`config.mk`:
```
export PLATFORM = sky130hd
export DESIGN_NAME = alu_muldiv_seq
export DESIGN_NICKNAME = d
export VERILOG_FILES = /design/src/rtl/alu_pkg.sv /design/src/rtl/alu_muldiv_step.sv /design/src/rtl/alu_muldiv_seq.sv
export SDC_FILE = /design/constraint.sdc
export NUM_CORES = 1
export LEC_CHECK = 0
export ABC_AREA = 1
export ABC_CLOCK_PERIOD_IN_PS = 6500
export BUFFER_PORTS_ARGS = -buffer_cell sky130_fd_sc_hd__buf_2
export CELL_PAD_IN_SITES_DETAIL_PLACEMENT = 0
export CELL_PAD_IN_SITES_GLOBAL_PLACEMENT = 1
export CORE_MARGIN = 2
export CORE_UTILIZATION = 46
export CTS_CLUSTER_SIZE = 12
export DETAILED_ROUTE_END_ITERATION = 10
export PLACE_DENSITY = 0.9
export SETUP_SLACK_MARGIN = 0.5
export SYNTH_ARGS = -nofsm -noshare
export SYNTH_HDL_FRONTEND = slang
export SYNTH_SLANG_ARGS = --single-unit
```
`constraint.sdc`:
```
create_clock -name clock -period 6.5 [get_ports clock]
set_input_delay 0.325 -clock clock [delete_from_list [all_inputs] [get_ports clock]]
set_output_delay 0.325 -clock clock [all_outputs]
set_load 0.02 [all_outputs]
```
`src/rtl/alu_pkg.sv`:
```
// Shared ALU definitions: operation codes, muldiv sequencer states and default datapath width.
package alu_pkg;

  localparam int ALU_WIDTH = 32;

  typedef enum logic [1:0] {
    OP_MUL  = 2'b00,
    OP_MULU = 2'b01,
    OP_DIV  = 2'b10,
    OP_DIVU = 2'b11
  } op_e;

  typedef enum logic [1:0] {
    ST_IDLE,
    ST_RUN,
    ST_FIX,
    ST_DONE
  } state_e;

  function automatic logic op_is_signed(input op_e o);
    return (o == OP_MUL) || (o == OP_DIV);
  endfunction

endpackage

```
`src/rtl/alu_muldiv_step.sv`:
```
// One sequencer iteration on magnitudes: shift-add multiply step or restoring-divide step.
// The divide step exists only with ALU_MULDIV_DIV_EN; otherwise a divide-mode step holds the accumulator.
module alu_muldiv_step
  import alu_pkg::*;
#(
  parameter int WIDTH = ALU_WIDTH
) (
  input  logic [2*WIDTH-1:0] i_acc,
  input  logic [WIDTH-1:0]   i_opnd,
  input  logic               i_mode,
  output logic [2*WIDTH-1:0] o_acc
);

  logic [WIDTH:0]       w_sum;
  logic [2*WIDTH-1:0]   w_mul_nxt;
  logic [2*WIDTH-1:0]   w_div_nxt;

  // acc = {partial product, remaining multiplier bits}; the carry lands in the top bit.
  assign w_sum     = {1'b0, i_acc[2*WIDTH-1:WIDTH]} +
                     (i_acc[0] ? {1'b0, i_opnd} : {(WIDTH+1){1'b0}});
  assign w_mul_nxt = {w_sum, i_acc[WIDTH-1:1]};

`ifdef ALU_MULDIV_DIV_EN
  logic [WIDTH:0] w_rem_sh;
  logic [WIDTH:0] w_diff;

  // Shifted remainder needs one extra bit before the trial subtract.
  assign w_rem_sh  = {i_acc[2*WIDTH-1:WIDTH], i_acc[WIDTH-1]};
  assign w_diff    = w_rem_sh - {1'b0, i_opnd};
  assign w_div_nxt = w_diff[WIDTH] ? {w_rem_sh[WIDTH-1:0], i_acc[WIDTH-2:0], 1'b0}
                                   : {w_diff[WIDTH-1:0],   i_acc[WIDTH-2:0], 1'b1};
`else
  assign w_div_nxt = i_acc;
`endif

  assign o_acc = i_mode ? w_div_nxt : w_mul_nxt;

endmodule

```
`src/rtl/alu_muldiv_seq.sv`:
```
// Multi-cycle MUL/DIV sequencer: done WIDTH+2 edges after acceptance (divide-by-zero: 2); start ignored unless idle.
// Divider built only with ALU_MULDIV_DIV_EN; without it DIV/DIVU finish in 2 edges with HI/LO untouched.
module alu_muldiv_seq
  import alu_pkg::*;
#(
  parameter int WIDTH = ALU_WIDTH,
  parameter int CNT_W = 6
) (
  input  logic             clock,
  input  logic             clear_n,
  input  logic             start,
  input  logic [1:0]       op,
  input  logic [WIDTH-1:0] a,
  input  logic [WIDTH-1:0] b,
  output logic             busy,
  output logic             done,
  output logic [WIDTH-1:0] hi,
  output logic [WIDTH-1:0] lo,
  output logic             div_zero
);

`ifdef ALU_MULDIV_DIV_EN
  localparam bit DIV_BUILT = 1'b1;
`else
  localparam bit DIV_BUILT = 1'b0;
`endif

  state_e             r_state;
  state_e             w_state_nxt;
  op_e                r_op;
  logic [CNT_W-1:0]   r_cnt;
  logic [2*WIDTH-1:0] r_acc;
  logic [2*WIDTH-1:0] w_acc_step;
  logic [2*WIDTH-1:0] w_acc_init;
  logic [2*WIDTH-1:0] w_prod_fix;
  logic [WIDTH-1:0]   r_opnd;
  logic [WIDTH-1:0]   r_hi;
  logic [WIDTH-1:0]   r_lo;
  logic               r_neg_res;
  logic               r_div_zero;
  logic               w_is_div;
  logic               w_signed;
  logic               w_a_neg;
  logic               w_b_neg;
  logic               w_skip_run;
  logic [WIDTH-1:0]   w_a_mag;
  logic [WIDTH-1:0]   w_b_mag;

  assign w_is_div   = op[1];
  assign w_signed   = op_is_signed(op_e'(op));
  assign w_a_neg    = w_signed & a[WIDTH-1];
  assign w_b_neg    = w_signed & b[WIDTH-1];
  assign w_a_mag    = w_a_neg ? -a : a;
  assign w_b_mag    = w_b_neg ? -b : b;
  // Divides skip RUN when the divisor is zero, or always when no divider exists.
  assign w_skip_run = w_is_div & (~DIV_BUILT | (b == '0));
  assign w_prod_fix = r_neg_res ? -r_acc : r_acc;

`ifdef ALU_MULDIV_DIV_EN
  logic             r_neg_rem;
  logic             r_dz_pend;
  logic [WIDTH-1:0] w_quo_fix;
  logic [WIDTH-1:0] w_rem_fix;

  // Divide-by-zero returns the raw dividend in HI, so keep it unmodified.
  assign w_acc_init = (w_is_div && (b == '0)) ? {{WIDTH{1'b0}}, a} : {{WIDTH{1'b0}}, w_a_mag};
  assign w_quo_fix  = r_neg_res ? -r_acc[WIDTH-1:0] : r_acc[WIDTH-1:0];
  assign w_rem_fix  = r_neg_rem ? -r_acc[2*WIDTH-1:WIDTH] : r_acc[2*WIDTH-1:WIDTH];
`else
  assign w_acc_init = {{WIDTH{1'b0}}, w_a_mag};
`endif

  alu_muldiv_step #(.WIDTH(WIDTH)) u_step (
    .i_acc  (r_acc),
    .i_opnd (r_opnd),
    .i_mode (r_op[1]),
    .o_acc  (w_acc_step)
  );

  always_ff @(posedge clock or negedge clear_n) begin
    if (!clear_n) begin
      r_state <= ST_IDLE;
    end else begin
      r_state <= w_state_nxt;
    end
  end

  always_comb begin
    w_state_nxt = r_state;
    busy        = 1'b1;
    done        = 1'b0;
    case (r_state)
      ST_IDLE: begin
        busy = 1'b0;
        if (start) begin
          w_state_nxt = w_skip_run ? ST_FIX : ST_RUN;
        end
      end
      ST_RUN: begin
        if (r_cnt == CNT_W'(WIDTH - 1)) begin
          w_state_nxt = ST_FIX;
        end
      end
      ST_FIX:  w_state_nxt = ST_DONE;
      ST_DONE: begin
        done        = 1'b1;
        w_state_nxt = ST_IDLE;
      end
      default: w_state_nxt = ST_IDLE;
    endcase
  end

  always_ff @(posedge clock or negedge clear_n) begin
    if (!clear_n) begin
      r_op       <= OP_MUL;
      r_cnt      <= '0;
      r_acc      <= '0;
      r_opnd     <= '0;
      r_neg_res  <= 1'b0;
      r_hi       <= '0;
      r_lo       <= '0;
      r_div_zero <= 1'b0;
`ifdef ALU_MULDIV_DIV_EN
      r_neg_rem  <= 1'b0;
      r_dz_pend  <= 1'b0;
`endif
    end else begin
      case (r_state)
        ST_IDLE: begin
          if (start) begin
            r_op       <= op_e'(op);
            r_cnt      <= '0;
            r_acc      <= w_acc_init;
            r_opnd     <= w_b_mag;
            r_neg_res  <= w_a_neg ^ w_b_neg;
            r_div_zero <= 1'b0;
`ifdef ALU_MULDIV_DIV_EN
            r_neg_rem  <= w_a_neg;
            r_dz_pend  <= w_is_div && (b == '0);
`endif
          end
        end
        ST_RUN: begin
          r_acc <= w_acc_step;
          r_cnt <= r_cnt + CNT_W'(1);
        end
        ST_FIX: begin
          if (!r_op[1]) begin
            {r_hi, r_lo} <= w_prod_fix;
          end
`ifdef ALU_MULDIV_DIV_EN
          else if (r_dz_pend) begin
            r_hi       <= r_acc[WIDTH-1:0];
            r_lo       <= '1;
            r_div_zero <= 1'b1;
          end else begin
            r_hi <= w_rem_fix;
            r_lo <= w_quo_fix;
          end
`endif
        end
        default: ;
      endcase
    end
  end

  assign hi       = r_hi;
  assign lo       = r_lo;
  assign div_zero = r_div_zero;

endmodule

```
==> results.ini <==
[timing]
period_share_pct = 47.8
relSlewSlack_pct = 35.8
slew_viol_final = 0
max_slew.worst_pin.slew_ns = 0.963
setup_ws_ns = 3.39
hold_violations = 0
max_clock_freq_mhz = 322
setup_viol = 0
finClkSkew_ns = 0.0160
worst_hold_slack_ns = 0.107
period_needed_ns = 3.11
rsz0062_at_grt = false
fin_tns_setup_ns = 0

[routing]
wirelength_um = 42300
dr.pass1.iters = 6
vias_per_cell = 5.23
vias = 14049
drt_iter0_drc = 1248
drtAntennaViolNets = 0
wl_per_cell_um = 15.8
drc_errors = 0

[die]
io_pins = 136
core_area_um2 = 28700
die_w_um = 175
initial_utilization_pct = 46.7
placementRows = 62
dieHeight_um = 175
dieArea_um2 = 30500

[synthesis]
ys_seq_area_share_pct = 31.7
synth_cell_types = 50
async_reset_ff_share_pct = 100
syn_inst = 2183
yosys_warnings = 0
avgSynthCellArea_um2 = 6.14
synthFlopType = dfrtp_1
syn_nets = 2294
syn-cell-area_um2 = 13400
ys_seq_elements = 170
synth_edf_count = 0

[place]
dp_hpwl_um = 33400
preCtsSetupSlack_ns = 3.43
port_buffers = 134
gp_congestion = 0.947

[worst_setup_path]
cp_slowest_cell = buf_4
cp.required_ns = 6.80
end_kind = flop
crit_chain = inv_1, ha_1, buf_4, inv_2, o21ai_4, nand2_2, buf_4, inv_2, o211ai_1, o21ai_0
path_class = flop to flop
critPathBufInv = 5
cp-start-kind = flop
arrival_ns = 3.41
slowest_delay_ns = 0.52
crit_family = buffers and inverters
cp_max_fo = 63

[cts]
cts_resized = 0
clock_sinks = 170
cts_tree = done
clk_pin_slew_ns = 0.08
numCtsBuffers = 17
clockBufferDepth = 2
cts_max_level = 4
cts-root-buf = clkbuf_16
worstSkewPairLatency_ns = 0.45

[grt]
grt_max_degree = 86
grt_pass1_wl_um = 68100
grt_util_all_layers_pct = 28.2
antenna_found_initial = 0
grt_pass1_vias = 12899
grt-ovfl-total = 0

[pwr]
peakVddDrop_mv = 0.225
p_leak_nw = 8.16
total_power_mw = 6.79
power_per_cell_area_nw_per_um2 = 453

[flow_run]
maxCapViolCount = 0

[final_layout]
nets = 2398
drive_above_1_share_pct = 9.83
synthToLayoutAreaGrowth_pct = 11.8
diodes = 0

[min_path]
holdCritPathClass = primary input to flop

[outcome]
outcome = finished clean

-- cells by family after synthesis --
family                   share of synthesized area [%]
AO/OA/AOI/OAI                                     10.4
XOR/XNOR                                          2.94
adder cells (fa/ha/maj)                           3.98
buffers and inverters                             9.40
flip-flops                                        31.7
multiplexers                                    0.0747
other                                           0.0280
AND/OR/NAND/NOR                                   41.4
-- metrics by stage --
step | cell area (um2) | util, % | std cells
2_1_floorplan | 13400 | - | 2183
3_3_place_gp | 14400 | 50.1 | 2651
3_5_place_dp | 14400 | 50.1 | 2651
4_1_cts | 15000 | 52.2 | 2684
5_1_grt | 15000 | 52.2 | 2684
6_report | 15000 | 52.2 | 2684
-- synthesized netlist by cell type, types with 3 or more instances --
cell | instances | area, um2
a21oi_1 | 85 | 425
a22oi_1 | 5 | 37.5
a31oi_1 | 7 | 43.8
and2_1 | 3 | 18.8
buf_1 | 4 | 15.0
buf_2 | 17 | 85.1
clkbuf_1 | 36 | 135
dfrtp_1 | 170 | 4250
ha_1 | 41 | 513
inv_1 | 252 | 946
inv_2 | 15 | 56.3
nand2_1 | 804 | 3020
nand2_2 | 6 | 37.5
nand3_1 | 177 | 886
nand3_2 | 3 | 30.0
nand3b_1 | 12 | 90.1
nand4_1 | 30 | 188
nor2_1 | 263 | 987
nor2_2 | 8 | 50.1
nor3_1 | 14 | 70.1
nor4_1 | 5 | 31.3
o211ai_1 | 10 | 75.1
o21ai_0 | 84 | 420
o21ai_1 | 47 | 235
o21ai_2 | 3 | 26.3
o21bai_1 | 5 | 37.5
o22ai_1 | 4 | 25.0
or2_2 | 3 | 18.8
xnor2_1 | 8 | 70.1
xor2_1 | 37 | 324
-- path summary, 6_finish.rpt --
check / from / endpoint / slack [ns] / cells past startpoint
setup / recovery: r_state[1] / r_acc[0] / 3.39 / 10
hold / removal: op[1] / r_op[1] / 0.11 / 3
setup reg to reg: r_state[1] / r_acc[0] / 3.39 / 10
hold reg to reg: hi[21] / hi[21] / 0.48 / 2
max in group asynchronous: clear_n / r_opnd[22] / 4.92 / 3
min in group asynchronous: clear_n / lo[7] / 0.42 / 2
-- worst register-to-register path: cells and delay by family (launching register included) --
family,cells,cell delay (ns)
AO/OA/AOI/OAI,3,0.44
adder cells (fa/ha/maj),1,0.18
buffers and inverters,5,1.85
flip-flops,1,0.40
AND/OR/NAND/NOR,1,0.08
-- final cells by class --
class	count	area [um2]
well taps	384	480
fillers	2997	13700
multi-input cells	1686	7890
clock buffers	17	425
inverters	268	1010
clock inverters	15	174
flip-flops and latches	170	4260
repair buffers	144	754
-- sequential cells by signal (all words and copies together) (netlist names) --
signal,cells
lo,32
r_acc,64
r_cnt,6
r_op,1
r_state,2
r_neg_res,1
hi,32
r_opnd,32
-- routing by layer --
| layer | global-route usage [%] | vias to the layer above | share of wire [%] |
|---|---|---|---|
| met1 | 42.9 | 6333 | 49 |
| li1 | - | 7126 | - |
| met3 | 3.37 | 48 | 7.6 |
| met4 | 9.76 | 0 | 2.9 |
| met2 | 41.0 | 542 | 41 |
| met5 | 0 | - | 0 |
-- cell usage in the layout, fill, tap and decap left out, types with 10 or more instances in the layout --
cell type and n:
nor2_1 262, o21ai_0 84, nand4_1 30, xor2_1 37, a21oi_1 85, inv_2 15, nand3_1 177, inv_1 252
buf_2 133, dfrtp_1 169, ha_1 41, nor3_1 14, o211ai_1 10, nand2_1 803, o21ai_1 47, nand3b_1 12
clkbuf_16 17
-- report_power, final --
group          internal, mW  switching, mW  total [mW]
Combinational          1.18           2.50        3.69
Sequential             1.52          0.518        2.04
Clock                 0.552          0.510        1.06
Total                  3.26           3.53        6.79
-- what timing repair did --
item,CTS,global route
hold buffers,1,0
buffers inserted,0,0
endpoints found under the hold margin,62,0
Note: power is estimated with default switching activity, not from simulation.
